<file path="src/rtl/mem_access_unit_if.sv">
// Bundle between the MEM-stage pipeline, the load/store unit and DataMemory.
// The unit uses the slave view; the pipeline/memory environment uses master.
interface mem_access_unit_if;
  logic        req_valid;
  logic        req_ready;
  logic        req_write;
  logic [1:0]  req_size;
  logic        req_unsigned;
  logic [31:0] req_addr;
  logic [31:0] req_wdata;
  logic        resp_valid;
  logic [31:0] resp_rdata;
  logic        resp_error;
  logic        Mem_read;
  logic        Mem_write;
  logic [31:0] Mem_address;
  logic [31:0] Write_data;
  logic [31:0] Read_Data;

  modport master (
    output req_valid, req_write, req_size, req_unsigned, req_addr, req_wdata, Read_Data,
    input  req_ready, resp_valid, resp_rdata, resp_error,
           Mem_read, Mem_write, Mem_address, Write_data
  );

  modport slave (
    input  req_valid, req_write, req_size, req_unsigned, req_addr, req_wdata, Read_Data,
    output req_ready, resp_valid, resp_rdata, resp_error,
           Mem_read, Mem_write, Mem_address, Write_data
  );
endinterface

</file>
<file path="src/rtl/mem_access_unit.sv">
// MEM-stage load/store unit driving DataMemory; sub-word stores use read-modify-write.
// Optional macro MAU_MISALIGN_TRAP_EN: misaligned half/word accesses respond with an error.
//
// state   | meaning
// IDLE    | ready for a request
// READ    | Mem_read held for MEM_LATENCY cycles
// WRITE   | Mem_write for one cycle
// RESP    | resp_valid pulse
module mem_access_unit #(
  parameter int unsigned MEM_LATENCY = 1
) (
  input  logic             clk,
  input  logic             reset,
  mem_access_unit_if.slave bus
);
  localparam logic [1:0] S_IDLE  = 2'd0;
  localparam logic [1:0] S_READ  = 2'd1;
  localparam logic [1:0] S_WRITE = 2'd2;
  localparam logic [1:0] S_RESP  = 2'd3;
  localparam int CW = (MEM_LATENCY > 1) ? $clog2(MEM_LATENCY) : 1;

  logic [1:0]    state_q, state_d;
  logic [CW-1:0] cnt_q, cnt_d;
  logic          write_q, write_d;
  logic [1:0]    size_q, size_d;
  logic          uns_q, uns_d;
  logic [1:0]    lo_q, lo_d;
  logic [15:0]   wdata_q, wdata_d;
  logic          mem_read_q, mem_read_d;
  logic          mem_write_q, mem_write_d;
  logic [31:0]   mem_address_q, mem_address_d;
  logic [31:0]   write_data_q, write_data_d;
  logic          resp_valid_q, resp_valid_d;
  logic          resp_error_q, resp_error_d;
  logic [31:0]   resp_rdata_q, resp_rdata_d;
  logic          misaligned;

`ifdef MAU_MISALIGN_TRAP_EN
  assign misaligned = ((bus.req_size == 2'b01) && bus.req_addr[0]) ||
                      (bus.req_size[1] && (bus.req_addr[1:0] != 2'b00));
`else
  assign misaligned = 1'b0;
`endif

  function automatic logic [31:0] load_extract(input logic [31:0] w, input logic [1:0] sz,
                                               input logic uns, input logic [1:0] lo);
    logic [7:0]  b;
    logic [15:0] h;
    case (lo)
      2'd0:    b = w[7:0];
      2'd1:    b = w[15:8];
      2'd2:    b = w[23:16];
      default: b = w[31:24];
    endcase
    h = lo[1] ? w[31:16] : w[15:0];
    case (sz)
      2'b00:   load_extract = uns ? {24'b0, b} : {{24{b[7]}}, b};
      2'b01:   load_extract = uns ? {16'b0, h} : {{16{h[15]}}, h};
      default: load_extract = w;
    endcase
  endfunction

  // Only sub-word stores reach the merge; other bytes come from the read word.
  function automatic logic [31:0] store_merge(input logic [31:0] w, input logic [15:0] wd,
                                              input logic [1:0] sz, input logic [1:0] lo);
    logic [31:0] m;
    m = w;
    if (sz == 2'b00) begin
      case (lo)
        2'd0:    m[7:0]   = wd[7:0];
        2'd1:    m[15:8]  = wd[7:0];
        2'd2:    m[23:16] = wd[7:0];
        default: m[31:24] = wd[7:0];
      endcase
    end else if (lo[1]) begin
      m[31:16] = wd;
    end else begin
      m[15:0] = wd;
    end
    store_merge = m;
  endfunction

  always_comb begin
    state_d       = state_q;
    cnt_d         = cnt_q;
    write_d       = write_q;
    size_d        = size_q;
    uns_d         = uns_q;
    lo_d          = lo_q;
    wdata_d       = wdata_q;
    mem_read_d    = mem_read_q;
    mem_write_d   = mem_write_q;
    mem_address_d = mem_address_q;
    write_data_d  = write_data_q;
    resp_valid_d  = resp_valid_q;
    resp_error_d  = resp_error_q;
    resp_rdata_d  = resp_rdata_q;
    case (state_q)
      S_IDLE: begin
        if (bus.req_valid) begin
          write_d       = bus.req_write;
          size_d        = bus.req_size;
          uns_d         = bus.req_unsigned;
          lo_d          = bus.req_addr[1:0];
          wdata_d       = bus.req_wdata[15:0];
          mem_address_d = {bus.req_addr[31:2], 2'b00};
          if (misaligned) begin
            state_d      = S_RESP;
            resp_valid_d = 1'b1;
            resp_error_d = 1'b1;
            resp_rdata_d = 32'h0;
          end else if (bus.req_write && bus.req_size[1]) begin
            state_d      = S_WRITE;
            mem_write_d  = 1'b1;
            write_data_d = bus.req_wdata;
          end else begin
            state_d    = S_READ;
            mem_read_d = 1'b1;
            cnt_d      = CW'(MEM_LATENCY - 1);
          end
        end
      end
      S_READ: begin
        if (cnt_q == '0) begin
          mem_read_d = 1'b0;
          if (write_q) begin
            state_d      = S_WRITE;
            mem_write_d  = 1'b1;
            write_data_d = store_merge(bus.Read_Data, wdata_q, size_q, lo_q);
          end else begin
            state_d      = S_RESP;
            resp_valid_d = 1'b1;
            resp_error_d = 1'b0;
            resp_rdata_d = load_extract(bus.Read_Data, size_q, uns_q, lo_q);
          end
        end else begin
          cnt_d = cnt_q - 1'b1;
        end
      end
      S_WRITE: begin
        mem_write_d  = 1'b0;
        state_d      = S_RESP;
        resp_valid_d = 1'b1;
        resp_error_d = 1'b0;
        resp_rdata_d = 32'h0;
      end
      default: begin
        resp_valid_d = 1'b0;
        state_d      = S_IDLE;
      end
    endcase
  end

  always_ff @(posedge clk) begin
    if (!reset) begin
      state_q       <= S_IDLE;
      cnt_q         <= '0;
      write_q       <= 1'b0;
      size_q        <= 2'b00;
      uns_q         <= 1'b0;
      lo_q          <= 2'b00;
      wdata_q       <= 16'h0;
      mem_read_q    <= 1'b0;
      mem_write_q   <= 1'b0;
      mem_address_q <= 32'h0;
      write_data_q  <= 32'h0;
      resp_valid_q  <= 1'b0;
      resp_error_q  <= 1'b0;
      resp_rdata_q  <= 32'h0;
    end else begin
      state_q       <= state_d;
      cnt_q         <= cnt_d;
      write_q       <= write_d;
      size_q        <= size_d;
      uns_q         <= uns_d;
      lo_q          <= lo_d;
      wdata_q       <= wdata_d;
      mem_read_q    <= mem_read_d;
      mem_write_q   <= mem_write_d;
      mem_address_q <= mem_address_d;
      write_data_q  <= write_data_d;
      resp_valid_q  <= resp_valid_d;
      resp_error_q  <= resp_error_d;
      resp_rdata_q  <= resp_rdata_d;
    end
  end

  assign bus.req_ready   = (state_q == S_IDLE);
  assign bus.Mem_read    = mem_read_q;
  assign bus.Mem_write   = mem_write_q;
  assign bus.Mem_address = mem_address_q;
  assign bus.Write_data  = write_data_q;
  assign bus.resp_valid  = resp_valid_q;
  assign bus.resp_error  = resp_error_q;
  assign bus.resp_rdata  = resp_rdata_q;
endmodule

</file>
<file path="src/flat_wrapper.sv">
// flat-port wrapper written by rule: the top's interface ports become plain ports
module mem_access_unit_flat 
#(
  parameter int unsigned MEM_LATENCY = 1
)
  (clk, reset, bus_req_valid, bus_req_write, bus_req_size, bus_req_unsigned, bus_req_addr, bus_req_wdata, bus_Read_Data, bus_req_ready, bus_resp_valid, bus_resp_rdata, bus_resp_error, bus_Mem_read, bus_Mem_write, bus_Mem_address, bus_Write_data);
  mem_access_unit_if bus_i ();
  input  logic clk;
  input  logic reset;
  input wire logic [$bits(bus_i.req_valid)-1:0] bus_req_valid;
  input wire logic [$bits(bus_i.req_write)-1:0] bus_req_write;
  input wire logic [$bits(bus_i.req_size)-1:0] bus_req_size;
  input wire logic [$bits(bus_i.req_unsigned)-1:0] bus_req_unsigned;
  input wire logic [$bits(bus_i.req_addr)-1:0] bus_req_addr;
  input wire logic [$bits(bus_i.req_wdata)-1:0] bus_req_wdata;
  input wire logic [$bits(bus_i.Read_Data)-1:0] bus_Read_Data;
  output wire logic [$bits(bus_i.req_ready)-1:0] bus_req_ready;
  output wire logic [$bits(bus_i.resp_valid)-1:0] bus_resp_valid;
  output wire logic [$bits(bus_i.resp_rdata)-1:0] bus_resp_rdata;
  output wire logic [$bits(bus_i.resp_error)-1:0] bus_resp_error;
  output wire logic [$bits(bus_i.Mem_read)-1:0] bus_Mem_read;
  output wire logic [$bits(bus_i.Mem_write)-1:0] bus_Mem_write;
  output wire logic [$bits(bus_i.Mem_address)-1:0] bus_Mem_address;
  output wire logic [$bits(bus_i.Write_data)-1:0] bus_Write_data;
  assign bus_i.req_valid = bus_req_valid;
  assign bus_i.req_write = bus_req_write;
  assign bus_i.req_size = bus_req_size;
  assign bus_i.req_unsigned = bus_req_unsigned;
  assign bus_i.req_addr = bus_req_addr;
  assign bus_i.req_wdata = bus_req_wdata;
  assign bus_i.Read_Data = bus_Read_Data;
  assign bus_req_ready = bus_i.req_ready;
  assign bus_resp_valid = bus_i.resp_valid;
  assign bus_resp_rdata = bus_i.resp_rdata;
  assign bus_resp_error = bus_i.resp_error;
  assign bus_Mem_read = bus_i.Mem_read;
  assign bus_Mem_write = bus_i.Mem_write;
  assign bus_Mem_address = bus_i.Mem_address;
  assign bus_Write_data = bus_i.Write_data;
  mem_access_unit #(.MEM_LATENCY(MEM_LATENCY)) u_core (.clk(clk), .reset(reset), .bus(bus_i));
endmodule
</file>
<file path="config.mk">
export PLATFORM = sky130hd
export DESIGN_NAME = mem_access_unit_flat
export DESIGN_NICKNAME = d
export VERILOG_FILES = /design/src/rtl/mem_access_unit_if.sv /design/src/rtl/mem_access_unit.sv /design/src/flat_wrapper.sv
export SDC_FILE = /design/constraint.sdc
export NUM_CORES = 1
export LEC_CHECK = 0
export ABC_AREA = 1
export CORE_MARGIN = 4
export CORE_UTILIZATION = 43
export CTS_BUF_LIST = sky130_fd_sc_hd__clkbuf_8
export DETAILED_ROUTE_END_ITERATION = 6
export PLACE_DENSITY = 0.89
export SLEW_MARGIN = 0
export SYNTH_ARGS = -nofsm -noshare
export SYNTH_HDL_FRONTEND = slang
export SYNTH_SLANG_ARGS = --single-unit
</file>
<file path="constraint.sdc">
create_clock -name clk -period 1.6 [get_ports clk]
set_input_delay 0.48 -clock clk [delete_from_list [all_inputs] [get_ports clk]]
set_output_delay 0.48 -clock clk [all_outputs]
set_load 0.02 [all_outputs]
</file>
Yosys cells after proc, flatten, opt, wreduce, memory -nomap -nowiden
Cells that the tools add are included.
{ "classes": {"eq_ne": 11, "mux": 44, "reduce_logical": 16, "add_sub_neg": 1, "bitwise_logic": 1} }
{ "op_table": {"columns": ["op", "n"], "rows": [
  ["two-way mux 32 bit", 9],
  ["case mux 32 bit (2 select lines)", 3],
  ["two-way mux 16 bit", 3],
  ["two-way mux 8 bit", 4],
  ["case mux 8 bit (3 select lines)", 1],
  ["two-way mux 1 bit", 15],
  ["AND reduction 5 bit", 2],
  ["AND reduction 3 bit", 3],
  ["!= test 2 bit (second input constant)", 4],
  ["== test 2 x 1 -> 1 bit (second input constant)", 3],
  ["zero test 2 bit", 3],
  ["two-way mux 2 bit", 3],
  ["case mux 1 bit (2 select lines)", 3],
  ["case mux 1 bit (3 select lines)", 2],
  ["case mux 2 bit (3 select lines)", 1],
  ["== test 2 bit (second input constant)", 2],
  ["!= test 2 x 1 -> 1 bit (second input constant)", 2],
  ["AND reduction 2 bit", 2],
  ["AND reduction 4 bit", 1],
  ["nonzero test 2 bit", 2],
  ["nonzero test 3 bit", 1],
  ["OR reduction 3 bit", 1],
  ["logical AND 1 bit", 1],
  ["inverter 1 bit", 1],
  ["subtractor 1 bit (second input constant)", 1]
]} }
{ "totals": {"wordCells": 87, "inputBits": 103, "register_bits": 123, "out_inout_bits": 101} }

Longest topological paths before layout
{ "logic_depth": {"word_depth": 7, "depth_mapped": 11, "ltp_nobuf": 9} }

Worst setup path after synthesis
OpenSTA, ideal clock, no wires.
{ "synth_timing": {"path_kind": "register -> register", "from": "register u_core.state_q[0]", "to": "register u_core.write_data_q[24], in the netlist u_core.bus.Write_data[24]", "path_stages_with_launch": 10, "path_buffers": 1, "slack_ps": -89, "setup_ps": 70, "arrival_time_ps": 1620, "period_less_slack_ps": 1689, "required_ps": 1530, "path_cell_list": "dfxtp_1 -> inv_1 -> ha_1 -> nand2_1 -> o21ai_2 -> nand2_2 -> inv_1 -> buf_2 -> o21ai_0 -> a21oi_1"} }
{ "synth_between": {"elab_chain_cells": 3, "elab_cells_between_ends": 9, "classes_between": "5 x eq/ne; 1 x mux; 3 x reduce/logical"} }
{ "synth_lines": {"columns": ["element", "line_no", "source"], "rows": [
  ["start, declared", "mem_access_unit.sv:22", "logic [1:0] state_q, state_d;"],
  ["start signal, assigned", "mem_access_unit.sv:171", "state_q <= state_d;"],
  ["zero test 2 bit (*)", null, null],
  ["named net bus_req_ready", "flat_wrapper.sv:17", "output wire logic [$bits(bus_i.req_ready)-1:0] bus_req_ready;"],
  ["!= test 2 x 1 -> 1 bit (no line), or another cell as far along", null, null],
  ["AND reduction 5 bit (no line)", null, null],
  ["end signal, assigned", "mem_access_unit.sv:181", "write_data_q <= write_data_d;"],
  ["end, declared", "mem_access_unit.sv:32", "logic [31:0] write_data_q, write_data_d;"]
]} }
The timed path passes the listed nets; every way through them passes the cells marked *.
A chain may end at the register's enable or synchronous reset.

Worst setup path after layout
{ "layout_timing": {"from": "register u_core.state_q[0]", "to": "output port bus_req_ready"} }
{ "layout_between": {"elab_chain_cells": 1} }
{ "layout_lines": {"columns": ["element", "line_no", "source"], "rows": [
  ["zero test 2 bit", "mem_access_unit.sv:188", "assign bus.req_ready = (state_q == S_IDLE);"],
  ["end, declared", "flat_wrapper.sv:17", null]
]} }
Every way passes these cells.

==> results.md <==
* First-pass GRT wire length at 33900 µm
* Synth top area share at 39.0%
* Tmin final at 1620 ps
* Vias at 7420
* Met3 Use GR at 9.21%
* Maxcap violations at 0
* GRT overflow at 0
* Met1 usage at 30.2%
* RSZ-0062 raised after global routing: true
* Cts hold-fix bufs at 0
* Fin Hold WS at 467 ps
* Pre-Repair DR Iteration Count at 6
* Routed WL at 22600 µm
* Layout cells sized above 1 at 24.3%
* Hold/Removal Path Class: flop to flop
* Remaining antenna violation count at 0
* #FFs+latches synth at 121
* M2 GR Usage at 41.9%
* CTS tree: built
* Syn Area/Cell at 6.70 µm²
* Fmax at 619 MHz
* Clk buf depth at 2
* Pwr dens at 1710 nW/µm²
* Status: finished with violations
* Critical path class: flop to output port
* Period utilization at 101%
* Starting DRT DRC Count at 970
* Post-route clock skew at 9.81 ps
* Synth top area cells: dfxtp_1 39%, nand2_1 13%, a21oi_1 8.8%
* Core area at 14000 µm²
* Grt peak-use layer: met2
* Clock Latency Late Sink at 450 ps
* Overall power at 15800 µW
* Failing checks: setup timing
* # IOs at 204
* Seq/Total Area, Yosys at 39.0%
* Mapped Area at 6210 µm²
* Die W at 128 µm
* Antenna violations before repair at 0
* Ant diodes at 0
* Die area at 16400 µm²
* Port Buf Inserts at 200
* TritonCTS buffer count at 17
* Synth area leader: dfxtp_1
* Worst EP arrival at 1140 ps
* Vias/cell at 5.52
* Area grow syn2layout at 48.7%
* Clock sink count at 121
* Chip Height at 128 µm
* Clk slew on worst S/H paths at 70 ps
* Worst EP required at 1120 ps
* H-tree Lvls at 4
* Main synth FF type: dfxtp_1
* Worst setup margin at -15.7 ps
* Post-synth EDFFs at 0
* Site Rows at 43
* Pins Over Slew Limit at 0
* Distinct cells, synth at 33
* Initial core utilization at 44.2%
* Clock root buffer: clkbuf_8
* All-Layer GR Usage at 25.9%
* Final hold vios at 0
* CP endpoint kind: output port
* DR WL/cell at 16.8 µm
* Drc violations at 0
* Largest net degree at the start of global routing at 56
* Ys async rst share at 0%
* Crit start category: flop
* HPWL Detailed at 15500 µm
* Crit path max fanout at 3
* Post-synthesis cell count at 928
* Worst IR Drop VDD at 1.16 mV
* Leakage at 0.00385 µW
* Vias in the first global route at 6781
* Syn. warnings at 0
* Setup Viol. Count Final at 2
* Nets at 1260
* Final GP Congestion at 0.950
-- per-stage QoR --
step	setup TNS, ps	std cells	instance area [µm²]	utilization [%]	setup slack (ps)
2_1_floorplan	0	930	6220	-	34.7
3_3_place_gp	-20860	1308	8730	62.1	-255
3_5_place_dp	-25240	1308	8730	62.1	-399
4_1_cts	-42.3	1341	9330	66.5	-35.8
5_1_grt	-835	1345	9240	65.8	-59.6
6_report	-28.1	1345	9240	65.8	-15.7
-- worst max-delay path, cell delays in order, from the launching register on --
cell and delay [ps]:
dfxtp_2 350, inv_2 50, ha_4 160, buf_6 120
-- final timing paths --
kind	from	endpoint	slack, ps	cells after the start
max	u_core.state_q[0]	bus_req_ready	-20	3
min	u_core.bus.resp_rdata[14]	u_core.bus.resp_rdata[14]	470	2
max reg2reg	u_core.state_q[0]	u_core.bus.resp_rdata[7]	-10	9
min reg2reg	u_core.bus.resp_rdata[14]	u_core.bus.resp_rdata[14]	470	2
-- sequential cells by signal (all words and copies together) (netlist names) --
| signal | cells |
|---|---|
| u_core.uns_q | 1 |
| u_core.lo_q | 2 |
| u_core.bus.resp_rdata | 32 |
| u_core.bus.Write_data | 32 |
| u_core.write_q | 1 |
| u_core.size_q | 2 |
| u_core.bus.Mem_read | 1 |
| u_core.bus.Mem_write | 1 |
| u_core.bus.resp_valid | 1 |
| u_core.wdata_q | 16 |
| u_core.bus.Mem_address | 30 |
| u_core.state_q | 2 |
-- routing by layer --
layer  vias up  wire length, µm
met5         -                0
met4         0             1050
met3        89             2190
met2       415            10700
met1      3379             8700
li1       3537                -
-- Yosys cell counts, types with 2 or more instances --
library cell	count
nand3_4	2
inv_2	4
nand2_2	12
clkbuf_1	33
buf_2	20
dfxtp_1	121
buf_1	6
nor2_8	2
nand2_1	208
nor2_1	138
nor2_4	2
o211ai_1	14
o21ai_0	98
buf_4	6
a21oi_1	109
nand3_1	93
inv_1	24
nor2_2	3
a21oi_2	10
ha_1	4
buf_6	2
o221ai_1	6
-- cells in the final DEF (no fill, tap or decap), types with 36 or more instances in the layout --
| cell type | n |
|---|---|
| a21oi_1 | 87 |
| buf_4 | 57 |
| clkbuf_2 | 40 |
| clkdlybuf4s15_2 | 36 |
| clkdlybuf4s50_1 | 101 |
| dfxtp_1 | 117 |
| nand2_1 | 206 |
| nand3_1 | 92 |
| nor2_1 | 136 |
| o21ai_0 | 71 |
-- kinds of logic after synthesis --
| logic type | count (synthesis) | synth area share, % |
|---|---|---|
| and+or+nand+nor | 463 | 31.8 |
| buffers and inverters | 97 | 7.05 |
| DFF | 121 | 39.0 |
| AOI/OAI and AO/OA | 242 | 21.3 |
| adders and majority gates | 4 | 0.806 |
| other | 1 | 0.0604 |
-- timing repair --
| item | 4_1_cts | 5_1_grt |
|---|---|---|
| resized for setup | 269 | 131 |
| gates cloned | 1 | 3 |
| pin swaps | 3 | 4 |
| endpoints found under the setup margin | 155 | 121 |
| endpoints found under the hold margin | 0 | 0 |
| setup buffers | 1 | 1 |
-- final cells by class --
cell class                 count  area (µm²)
clock inverter                10         190
tap                          180         225
sequential                   121        2430
fill                        1161        4800
timing repair buffer         271        2460
clock buffer                  21         289
inverter                      29         123
multi-input combinational    713        3530
-- power by group --
group	total, µW	switching, µW	internal (µW)
Combinational	7990	4880	3110
Clock	3290	1270	2020
Sequential	4550	650	3900
Note: power is estimated with default switching activity, not from simulation.
